[config.mk]
export PLATFORM = sky130hd
export DESIGN_NAME = spi_cmd_rx_flat
export DESIGN_NICKNAME = d
export VERILOG_FILES = /design/src/rtl/spi_cmd_rx_if.sv /design/src/rtl/spi_cmd_rx.sv /design/src/flat_wrapper.sv
export SDC_FILE = /design/constraint.sdc
export NUM_CORES = 1
export LEC_CHECK = 0
export CORE_MARGIN = 2
export CORE_UTILIZATION = 30
export CTS_CLUSTER_DIAMETER = 60
export DETAILED_ROUTE_END_ITERATION = 12
export DONT_BUFFER_PORTS = 1
export SLEW_MARGIN = 20
export SYNTH_ARGS = -nofsm -noshare
export SYNTH_HDL_FRONTEND = slang
export SYNTH_SLANG_ARGS = --single-unit
export TNS_END_PERCENT = 5
[constraint.sdc]
create_clock -name clk -period 2.6 [get_ports clk]
set_input_delay 0.52 -clock clk [delete_from_list [all_inputs] [get_ports clk]]
set_output_delay 0.52 -clock clk [all_outputs]
set_load 0.02 [all_outputs]
[src/rtl/spi_cmd_rx_if.sv]
// Packet-side interface of spi_cmd_rx: FWFT packet stream plus status/control.
// The receiver drives through the master modport; the consumer uses slave.
interface spi_cmd_rx_if #(
  parameter int PKT_BYTES  = 2,
  parameter int FIFO_DEPTH = 4
);
  logic [8*PKT_BYTES-1:0]      pkt_data;
  logic                        pkt_valid;
  logic                        pkt_ready;
  logic [$clog2(FIFO_DEPTH):0] fifo_level;
  logic                        overflow;
  logic                        frame_err;
  logic                        clear_ovf;

  modport master (
    output pkt_data, pkt_valid, fifo_level, overflow, frame_err,
    input  pkt_ready, clear_ovf
  );

  modport slave (
    input  pkt_data, pkt_valid, fifo_level, overflow, frame_err,
    output pkt_ready, clear_ovf
  );
endinterface

[src/rtl/spi_cmd_rx.sv]
// SPI command receiver: synchronizes an MCU-driven SPI link into clk, assembles
// fixed-length MSB-first packets and queues them in a first-word-fall-through FIFO.
module spi_cmd_rx #(
  parameter int PKT_BYTES   = 2,
  parameter int FIFO_DEPTH  = 4,
  parameter int SYNC_STAGES = 2
) (
  input  logic         clk,
  input  logic         reset_n,
  input  logic         sck,
  input  logic         sdi,
  input  logic         cs,
  spi_cmd_rx_if.master pkt
);
  localparam int W  = 8 * PKT_BYTES;
  localparam int AW = $clog2(FIFO_DEPTH);
  localparam int LW = AW + 1;
  localparam int CW = $clog2(W + 2);
  localparam logic [CW-1:0] CNT_FULL = CW'(W);
  localparam logic [CW-1:0] CNT_SAT  = CW'(W + 1);
  localparam logic [LW-1:0] DEPTH    = LW'(FIFO_DEPTH);

  typedef enum logic [1:0] {IDLE, RECV, DONE} state_t;

  logic [SYNC_STAGES-1:0] sck_sync, sdi_sync, cs_sync;
  logic                   sck_prev;
  logic                   sck_s, sdi_s, cs_s, sck_rise;

  state_t          state, state_next;
  logic [W-1:0]    shift_q;
  logic [CW-1:0]   bit_cnt;
  logic            push_req, frame_err_c;

  logic [W-1:0]    mem [FIFO_DEPTH];
  logic [AW-1:0]   wr_ptr, rd_ptr;
  logic [LW-1:0]   level;
  logic            full, pop, push, ovf_set, overflow_q;

  // NOTE: sequential state uses non-blocking assignments so every flop samples
  // pre-edge values; blocking here would collapse the synchronizer chain.
  always_ff @(posedge clk or negedge reset_n) begin
    if (!reset_n) begin
      sck_sync <= '0;
      sdi_sync <= '0;
      cs_sync  <= '0;
      sck_prev <= 1'b0;
    end else begin
      sck_sync <= {sck_sync[SYNC_STAGES-2:0], sck};
      sdi_sync <= {sdi_sync[SYNC_STAGES-2:0], sdi};
      cs_sync  <= {cs_sync[SYNC_STAGES-2:0], cs};
      sck_prev <= sck_s;
    end
  end

  assign sck_s    = sck_sync[SYNC_STAGES-1];
  assign sdi_s    = sdi_sync[SYNC_STAGES-1];
  assign cs_s     = cs_sync[SYNC_STAGES-1];
  assign sck_rise = sck_s & ~sck_prev;

  always_ff @(posedge clk or negedge reset_n) begin
    if (!reset_n) state <= IDLE;
    else          state <= state_next;
  end

  // NOTE: every always_comb output gets a default first, so no path infers a latch.
  always_comb begin
    state_next  = state;
    push_req    = 1'b0;
    frame_err_c = 1'b0;
    case (state)
      IDLE: if (cs_s) state_next = RECV;
      RECV: if (!cs_s) state_next = DONE;
      DONE: begin
        state_next = IDLE;
        if (bit_cnt == CNT_FULL) push_req    = 1'b1;
        else                     frame_err_c = 1'b1;
      end
      default: state_next = IDLE;
    endcase
  end

  // Holding the shifter clear throughout IDLE gives a clean start on RECV entry.
  always_ff @(posedge clk or negedge reset_n) begin
    if (!reset_n) begin
      shift_q <= '0;
      bit_cnt <= '0;
    end else if (state == IDLE) begin
      shift_q <= '0;
      bit_cnt <= '0;
    end else if (state == RECV && sck_rise) begin
      shift_q <= {shift_q[W-2:0], sdi_s};
      if (bit_cnt != CNT_SAT) bit_cnt <= bit_cnt + CW'(1);
    end
  end

  // A pop in the same cycle frees a slot, so a full FIFO still accepts the push.
  assign full    = (level == DEPTH);
  assign pop     = (level != '0) && pkt.pkt_ready;
  assign push    = push_req && (!full || pop);
  assign ovf_set = push_req && full && !pop;

  // NOTE: packet storage has no reset; pkt_data is gated by pkt_valid instead.
  always_ff @(posedge clk) begin
    if (push) mem[wr_ptr] <= shift_q;
  end

  always_ff @(posedge clk or negedge reset_n) begin
    if (!reset_n) begin
      wr_ptr     <= '0;
      rd_ptr     <= '0;
      level      <= '0;
      overflow_q <= 1'b0;
    end else begin
      if (push) wr_ptr <= wr_ptr + AW'(1);
      if (pop)  rd_ptr <= rd_ptr + AW'(1);
      case ({push, pop})
        2'b10:   level <= level + LW'(1);
        2'b01:   level <= level - LW'(1);
        default: level <= level;
      endcase
      if (ovf_set)            overflow_q <= 1'b1;
      else if (pkt.clear_ovf) overflow_q <= 1'b0;
    end
  end

  assign pkt.pkt_valid  = (level != '0);
  assign pkt.pkt_data   = pkt.pkt_valid ? mem[rd_ptr] : '0;
  assign pkt.fifo_level = level;
  assign pkt.overflow   = overflow_q;
  assign pkt.frame_err  = frame_err_c;
endmodule

[src/flat_wrapper.sv]
// flat-port wrapper written by rule: the top's interface ports become plain ports
module spi_cmd_rx_flat 
#(
  parameter int PKT_BYTES   = 2,
  parameter int FIFO_DEPTH  = 4,
  parameter int SYNC_STAGES = 2
)
  (clk, reset_n, sck, sdi, cs, pkt_pkt_data, pkt_pkt_valid, pkt_fifo_level, pkt_overflow, pkt_frame_err, pkt_pkt_ready, pkt_clear_ovf);
  spi_cmd_rx_if #(.PKT_BYTES(PKT_BYTES), .FIFO_DEPTH(FIFO_DEPTH)) pkt_i ();
  input  logic clk;
  input  logic reset_n;
  input  logic sck;
  input  logic sdi;
  input  logic cs;
  output wire logic [$bits(pkt_i.pkt_data)-1:0] pkt_pkt_data;
  output wire logic [$bits(pkt_i.pkt_valid)-1:0] pkt_pkt_valid;
  output wire logic [$bits(pkt_i.fifo_level)-1:0] pkt_fifo_level;
  output wire logic [$bits(pkt_i.overflow)-1:0] pkt_overflow;
  output wire logic [$bits(pkt_i.frame_err)-1:0] pkt_frame_err;
  input wire logic [$bits(pkt_i.pkt_ready)-1:0] pkt_pkt_ready;
  input wire logic [$bits(pkt_i.clear_ovf)-1:0] pkt_clear_ovf;
  assign pkt_pkt_data = pkt_i.pkt_data;
  assign pkt_pkt_valid = pkt_i.pkt_valid;
  assign pkt_fifo_level = pkt_i.fifo_level;
  assign pkt_overflow = pkt_i.overflow;
  assign pkt_frame_err = pkt_i.frame_err;
  assign pkt_i.pkt_ready = pkt_pkt_ready;
  assign pkt_i.clear_ovf = pkt_clear_ovf;
  spi_cmd_rx #(.PKT_BYTES(PKT_BYTES), .FIFO_DEPTH(FIFO_DEPTH), .SYNC_STAGES(SYNC_STAGES)) u_core (.clk(clk), .reset_n(reset_n), .sck(sck), .sdi(sdi), .cs(cs), .pkt(pkt_i));
endmodule
# ---- Word level (Yosys, flattened, before mapping)
# Memory sizes are Yosys's and may differ from the RTL's.
# Index checks and enable logic that the tools add are counted.
dict set report op_classes {
  addsub 5
  eq_ne 9
  mux 18
  bitwise 2
  reduce_logical 16
}
# operator n
set op_table {}
lappend op_table {{$mux 16} 3}
lappend op_table {{$mux 5} 3}
lappend op_table {{$mux 1} 8}
lappend op_table {{$reduce_bool 2->1} 4}
lappend op_table {{$pmux 3 s2} 1}
lappend op_table {{$add 5x1->5 const B} 1}
lappend op_table {{$eq 5x5->1 const B} 1}
lappend op_table {{$logic_and 1x1->1} 5}
lappend op_table {{$ne 5x5->1 const B} 1}
lappend op_table {{$add 2x1->2 const B} 2}
lappend op_table {{$eq 2x1->1 const B} 2}
lappend op_table {{$eq 2x2->1 const B} 2}
lappend op_table {{$mux 2} 2}
lappend op_table {{$pmux 2 s2} 1}
lappend op_table {{$reduce_and 2->1} 2}
lappend op_table {{$add 3x1->3 const B} 1}
lappend op_table {{$eq 3x3->1 const B} 1}
lappend op_table {{$reduce_bool 3->1} 1}
lappend op_table {{$sub 3x1->3 const B} 1}
lappend op_table {{$logic_not 1->1} 2}
lappend op_table {{$logic_not 2->1} 1}
lappend op_table {{$ne 2x1->1 const B} 1}
lappend op_table {{$ne 2x2->1 const B} 1}
lappend op_table {{$and 1x1->1} 1}
lappend op_table {{2 further kinds} 2}
dict set report word_totals {
  mem_count 1
  mem_bits_rw 64
  out_inout_bits 22
  ff_bits 38
  in_bits 7
}
# name words width rd rd_clocked_by_memory_dff wr line
set memory_table {}
lappend memory_table {u_core.mem 4 16 1 0 1 spi_cmd_rx.sv:34} ;# logic [W-1:0] mem [FIFO_DEPTH];

# ---- Longest topological paths before layout
# Gate-level depths: netlist of run 1.
dict set report depth {
  ltp_word 6
  mapped_depth 11
  ltp_nobuf 11
}

# ---- Worst setup path before layout of run 1
# OpenSTA, ideal clock, no wires.
dict set report synth_timing {
  path_kind {reg2reg}
  start {register u_core.level[1] (netlist: u_core.pkt.fifo_level[1])}
  end {register u_core.level[2] (netlist: u_core.pkt.fifo_level[2])}
  slack_ps 339
  synth_period_minus_slack_ps 2261
  path_buffers 0
  required_time_ps 2520
  stages_incl_launch_ff 10
  arrival_ps 2181
  path_cell_list {dfrtp_1 or4b_4 nor2b_4 inv_1 ha_1 inv_1 fa_1 xor2_1 nor2_1 xor2_1}
}
dict set report synth_between {
  elab_chain_len 6
  elab_cells_between_ends 12
  classes_between {2 x add/sub; 3 x eq/ne; 1 x mux; 6 x reduce/logical}
}
# element line
set synth_lines {}
lappend synth_lines {{from (decl)} spi_cmd_rx.sv:36} ;# logic [LW-1:0] level;
lappend synth_lines {{from (signal assigned)} spi_cmd_rx.sv:117} ;# 2'b10: level <= level + LW'(1);
lappend synth_lines {{from (signal assigned)} spi_cmd_rx.sv:118} ;# 2'b01: level <= level - LW'(1);
lappend synth_lines {{from (signal assigned)} spi_cmd_rx.sv:119} ;# default: level <= level;
lappend synth_lines {{$eq 3x3->1 or $reduce_bool 3->1 (tied branches)} {spi_cmd_rx.sv:97, spi_cmd_rx.sv:98}}
lappend synth_lines {{$logic_not 1->1 or $logic_and 1x1->1 (tied branches)} {spi_cmd_rx.sv:99, spi_cmd_rx.sv:98}}
lappend synth_lines {{$logic_or 1x1->1} spi_cmd_rx.sv:99} ;# assign push = push_req && (!full || pop);
lappend synth_lines {{$logic_and 1x1->1} spi_cmd_rx.sv:99}
lappend synth_lines {{$eq 2x1->1 or $eq 2x2->1 (tied branches)} spi_cmd_rx.sv:116} ;# case ({push, pop})
lappend synth_lines {{$pmux 3 s2 or $reduce_bool 2->1 (tied branches)} n/a}
# Several ways; a longest one is shown, not always the timed one.
# A chain may end at the register's enable or synchronous reset.

# ---- Worst setup path after layout of run 1
dict set report layout_timing {
  start {register u_core.rd_ptr[0]}
  end {output port pkt_pkt_data[7]}
}
dict set report layout_between {
  elab_chain_len 2
}
# element line
set layout_lines {}
lappend layout_lines {{from (decl)} spi_cmd_rx.sv:35} ;# logic [AW-1:0] wr_ptr, rd_ptr;
lappend layout_lines {{from (signal assigned)} spi_cmd_rx.sv:115} ;# if (pop) rd_ptr <= rd_ptr + AW'(1);
lappend layout_lines {{$mem_v2 4x16} n/a}
lappend layout_lines {{$mux 16} spi_cmd_rx.sv:127} ;# assign pkt.pkt_data = pkt.pkt_valid ? mem[rd_ptr] : '0;
lappend layout_lines {{to (decl)} flat_wrapper.sv:15} ;# output wire logic [$bits(pkt_i.pkt_data)-1:0] pkt_pkt_data;
# No other way between the ends.

==> qor.yml, run 1 <==
peakVddDrop_mv: 0.2626
num-fill-cells: 1276
ant_nets: 0
synth-seq-area-share: 0.6987
fin_cells: 455
cp-start-kind: "flip-flop"
io_buffers: 0
critPathKind: "reg2out"
maxCapViolCount: 0
p_leak_nw: 1.649
final_max_slew_viol_count: 0
final_util: 0.3491
r2r_slack_ps: 330
synthDistinctLibCells: 35
cp_top_family: "multiplexers"
synth_nets: 280
core_area_mm2: 0.01330
track_usage: 0.1030
clk_pin_slew_ps: 70
pre_cts_slack_ps: 253.8
tightestPinTransition_ps: 681.5
finalWorstSetupSlack_ps: 248.3
initialDrtViolationCount: 97
first_global_vias: 2164
gp_congestion: 0.7830
cts_tree: "built"
clock_latency_ps: 340
die_h_um: 121.1
synth_top_area_frac: 0.4674
insertedDiodeCount: 0
reg2reg_to: "u_core.pkt.fifo_level[2]$_DFFE_PN0P_"
syn_to_final_growth_pct: 12.90
final_nets: 290
dp_hpwl_um: 4238
status: "complete, no violations"
reg2reg_from: "u_core.pkt.fifo_level[1]$_DFFE_PN0P_"
synth.top_cells.by_area: "edfxtp_1 47%, dfrtp_1 23%, mux4_2 8.8%"
slew_headroom: 0.5457
rsz0062_at_grt: "no"
avgSynthCellArea_um2: 15.57
wire_per_inst_um: 14.93
finalCritPeriodShare: 0.9045
fmax_ghz: 0.4252
synth_top_area_cell: "edfxtp_1"
hold_path_class: "in2async"
vias_per_cell: 4.391
wl_um: 6792
grt_remaining_overflow: 0
rows: 42
path_max_fanout: 18
cts_sinks: 102
power_density_mw_per_mm2: 868.0
drtPass1Iterations: 4
synth_seq_cells: 102
skew_ps: 10.76
via_count: 1998
critPathRequiredTime_ps: 2080
dieArea_mm2: 0.01466
post-route-min-period_ps: 2352
root_buffer: "clkbuf_16"
placed_cells: 438
crit_path_cell_trace: "buf_4 > mux4_2 > and2_1"
clockBufferDepth: 2
cts_buffers: 9
setup_tns_ps: 0
htree_levels: 3
r2r_cells: 9
endpoint_kind: "output pin"
final_common_cell: "edfxtp_1"
die_x_um: 121.1
setup.worst_path.start: "u_core.rd_ptr[0]$_DFFE_PN0P_"
arrival_ps: 1830
ys_warn_count: 0
grt_max_degree: 39
antenna_found_initial: 0
drive_gt1_frac: 0.1649
max_stage_delay_ps: 570
cpMaxStageDelayCell: "mux4_2"
path_buf_inv: 1
layout_common_cells: "64 x edfxtp_1, 38 x dfrtp_1, 35 x nand2_1"
grt_first_pass_wirelength_um: 11440
syn-cell-area_mm2: 0.004111
drc_errors: 0
hold_viol: 0
start_util: 0.3092
setup_viol: 0
ioPinCount: 29
syn_inst: 264
## what timing repair did
| action | CTS | global route |
|---|---|---|
| buffers inserted | 0 | 0 |
| endpoints found under the hold margin | 38 | 0 |
| gates resized for setup | 0 | 0 |
| hold buffers | 1 | 0 |
## final cells by class
type	instances	area (um2)	area share
Clock buffer	12	236.5	0.05094
Inverter	10	37.54	0.008086
Clock inverter	4	31.28	0.006739
Tap cell	176	220.2	0.04744
Timing Repair Buffer	11	107.6	0.02318
Sequential cell	102	2873	0.6189
Multi-Input combinational cell	140	1136	0.2447
## sequential cells by signal (all words and copies together) (netlist names)
register	count
u_core.sck_sync	2
u_core.wr_ptr	2
u_core.pkt.overflow	1
u_core.state	2
u_core.sdi_sync	2
u_core.sck_prev	1
u_core.bit_cnt	5
u_core.shift_q	16
u_core.pkt.fifo_level	3
u_core.cs_sync	2
u_core.mem	64
u_core.rd_ptr	2
## kinds of logic after synthesis
logic type,count (synthesis),share of synthesized area
fa+ha+maj,9,0.02922
mux,18,0.09404
xor+xnor,8,0.01704
simple gates,78,0.09952
flops,102,0.6987
compound gates,27,0.03652
buf+inv,22,0.02495
## power breakdown
group / internal [W] / total, W / switching, W
Sequential: 0.00177 / 0.00183 / 0.0000602
Clock: 0.000655 / 0.00121 / 0.000554
Combinational: 0.000408 / 0.000992 / 0.000584
Total: 0.00283 / 0.00403 / 0.00120
## per-stage QoR
| stage | total power, W | area [um2] | hold WS [ps] |
|---|---|---|---|
| after global routing | 0.004221 | 4642 | 26.55 |
| after floorplan | 0.002662 | 4111 | 224.4 |
| final | 0.004029 | 4642 | 20.98 |
| after CTS | 0.004107 | 4642 | 21.17 |
| after detailed placement | 0.002874 | 4354 | 226.2 |
| after global placement | 0.002853 | 4354 | 226.3 |
## cells in the mapped netlist, drive strengths merged
cell type	number
mux4	16
mux2	2
o22ai	1
nand3	4
and3	1
ha	8
o21ai	20
a21oi	1
or2	1
dfrtp	38
and2	22
edfxtp	64
fa	1
nor2	7
a211oi	2
nand2	35
a22o	1
o21a	1
nor2b	3
nand4	1
o211ai	1
buf	9
xnor2	5
clkbuf	3
inv	10
or4b	1
or3	1
xor2	3
nand2b	2
## how the worst max path moves through the flow
stage,endpoint,slack [ps],cells after the start
global route,pkt_pkt_data[0],130,3
finish,pkt_pkt_data[7],250,3
global placement,u_core.pkt.fifo_level[2]$_DFFE_PN0P_,330,9
CTS,pkt_pkt_data[0],190,3
floorplan,u_core.pkt.fifo_level[2]$_DFFE_PN0P_,340,9
detailed placement,u_core.pkt.fifo_level[2]$_DFFE_PN0P_,250,9
## routing by layer
layer	share of wire	wire length, um	up-vias	global-route usage
met5	0	0	-	0
li1	-	-	966	-
met1	0.46	3098	990	0.1275
met3	0.043	291	9	0.03102
met2	0.49	3306	33	0.1706
met4	0.014	95	0	0.03706
No activity file was read; power rests on OpenSTA's default activity.
==> run 2: changes to the inputs <==
DONT_BUFFER_PORTS = not set   (was 1)
SETUP_SLACK_MARGIN = 0.5   (was not set)
SKIP_LAST_GASP = 1   (was not set)
==> run 2 against run 1 <==
Compared with the run above: sequential share of layout area shrank 4.6 points; global-route usage grew 0.064 points; clock power increased by 4%; core utilization increased by 2.9 points; register-to-register slack hardly changed; wire length up 0.77%; worst hold slack better by 120 ps; largest cell class unchanged; highest routed layer unchanged.
==> qor.yml, run 2 (synthesized netlist as in run 1, its figures left out) <==
status: "complete, no violations"
p_leak_nw: 1.838
setup_tns_ps: 0
p_total_w: 0.004510
first_global_vias: 2190
grt_first_pass_wirelength_um: 11520
final_nets: 322
antenna_found_initial: 0
core_area_mm2: 0.01330
drive_gt1_frac: 0.2669
wire_per_inst_um: 14.05
htree_levels: 3
placed_cells: 468
rsz0062_at_grt: "yes"
slew_headroom: 0.5762
ant_nets: 0
gp_congestion: 0.7621
cts_buffers: 9
largest_registers: "u_core.mem: 64 flops, u_core.shift_q: 16 flops, u_core.bit_cnt: 5 flops"
dieArea_mm2: 0.01466
dp_hpwl_um: 4408
layout_common_cells: "64 x edfxtp_1, 35 x nand2_1, 35 x dfrtp_1"
grt_max_degree: 34
clock_latency_ps: 340
finalCritPeriodShare: 0.8831
cp-start-kind: "flip-flop"
peakVddDrop_mv: 0.3108
die_x_um: 121.1
ioPinCount: 29
clockBufferDepth: 2
cts_tree: "built"
rows: 42
final_common_cell: "edfxtp_1"
root_buffer: "clkbuf_16"
endpoint_kind: "output pin"
drc_errors: 0
initialDrtViolationCount: 76
hold_viol: 0
start_util: 0.3092
largest_register: "u_core.mem"
post-route-min-period_ps: 2296
syn_to_final_growth_pct: 22.22
fin_cells: 487
skew_ps: 10.02
tightestPinTransition_ps: 635.8
largest_reg_flops: 64
final_max_slew_viol_count: 0
maxUsedRoutingLayer: "met4"
track_usage: 0.1036
wl_met1_um: 3053
critPathKind: "reg2out"
path_max_fanout: 8
fmax_ghz: 0.4355
insertedDiodeCount: 0
io_buffers: 28
grt_remaining_overflow: 0
met3_length_um: 239
hold_path_class: "in2async"
via_count: 2117
setup_viol: 0
wl_um: 6844
arrival_ps: 1780
vias_per_cell: 4.347
critPathRequiredTime_ps: 2080
num-fill-cells: 1221
maxCapViolCount: 0
cts_sinks: 102
drtPass1Iterations: 4
clk_pin_slew_ps: 70
dr_wl_met2_um: 3503
die_h_um: 121.1
power_density_mw_per_mm2: 897.6
run 2: cell count changes in the layout (fill, tap and decap cells not counted), sizes merged:
cell           before  now
buf                11   32
clkbuf             12   10
clkdlybuf4s50       0    8
clkinvlp            0    1
dlygate4sd2         0    3
inv                11   12
run 2: area by class of cell:
type                    instances  area [um2]  area share
multi-input cells             140        1166      0.2321
inverters                      10       37.54    0.007470
well taps                     176       220.2     0.04382
repair buffers                 43       439.2     0.08740
clock inverters                 6       56.30     0.01121
clock buffers                  10       229.0     0.04557
flip-flops and latches        102        2877      0.5725
run 2: final timing paths:
check | cells after the start | slack, ps | endpoint | from
worst max-delay path | 5 | 300 | pkt_pkt_data[2] | u_core.rd_ptr[0]$_DFFE_PN0P_
worst min-delay path | 1 | 140 | u_core.pkt.fifo_level[2]$_DFFE_PN0P_ | reset_n
worst max register to register | 9 | 340 | u_core.pkt.fifo_level[2]$_DFFE_PN0P_ | u_core.pkt.fifo_level[0]$_DFFE_PN0P_
worst min register to register | 0 | 350 | u_core.sck_sync[1]$_DFF_PN0_ | u_core.sck_sync[0]$_DFF_PN0_
max in group asynchronous | 2 | 1900 | u_core.shift_q[8]$_DFFE_PN0P_ | reset_n
min in group clk | 0 | 350 | u_core.sck_sync[1]$_DFF_PN0_ | u_core.sck_sync[0]$_DFF_PN0_
run 2: what timing repair did:
item                                   CTS  global route
setup endpoints to repair               20            36
pin swaps                                6             0
endpoints found under the hold margin    0             0
gates resized for setup                 92            12
cloned                                   1             0
hold buffers                             0             0
buffers inserted                         2             0
run 2: layer usage:
metal  vias up  GRT usage
li1       1030          -
met5         -          0
met2        32     0.1745
met1      1051     0.1283
met4         0    0.02762
met3         4    0.03383
run 2: power by group:
group          switching (W)  internal (W)
clock network       0.000589      0.000668
logic               0.000655      0.000765
registers          0.0000608       0.00177
total                0.00130       0.00321
run 2: stage by stage:
step / cell area, um2 / hold WS, ps / util / setup slack [ps]
4_1_cts: 4990 / 150.7 / 0.3753 / 298.1
3_3_place_gp: 4672 / 332.7 / 0.3514 / -45.24
5_1_grt: 5025 / 165.7 / 0.3779 / 248.9
6_report: 5025 / 139.4 / 0.3779 / 304.0
3_5_place_dp: 4672 / 334.7 / 0.3514 / -117.9
2_1_floorplan: 4114 / 224.4 / - / 365.7
run 2: critical path: stages, from the launching register on:
cell     delay [ps]
dfrtp_2         380
buf_6           120
buf_12          130
mux4_2          500
and2_4          170
buf_4           150
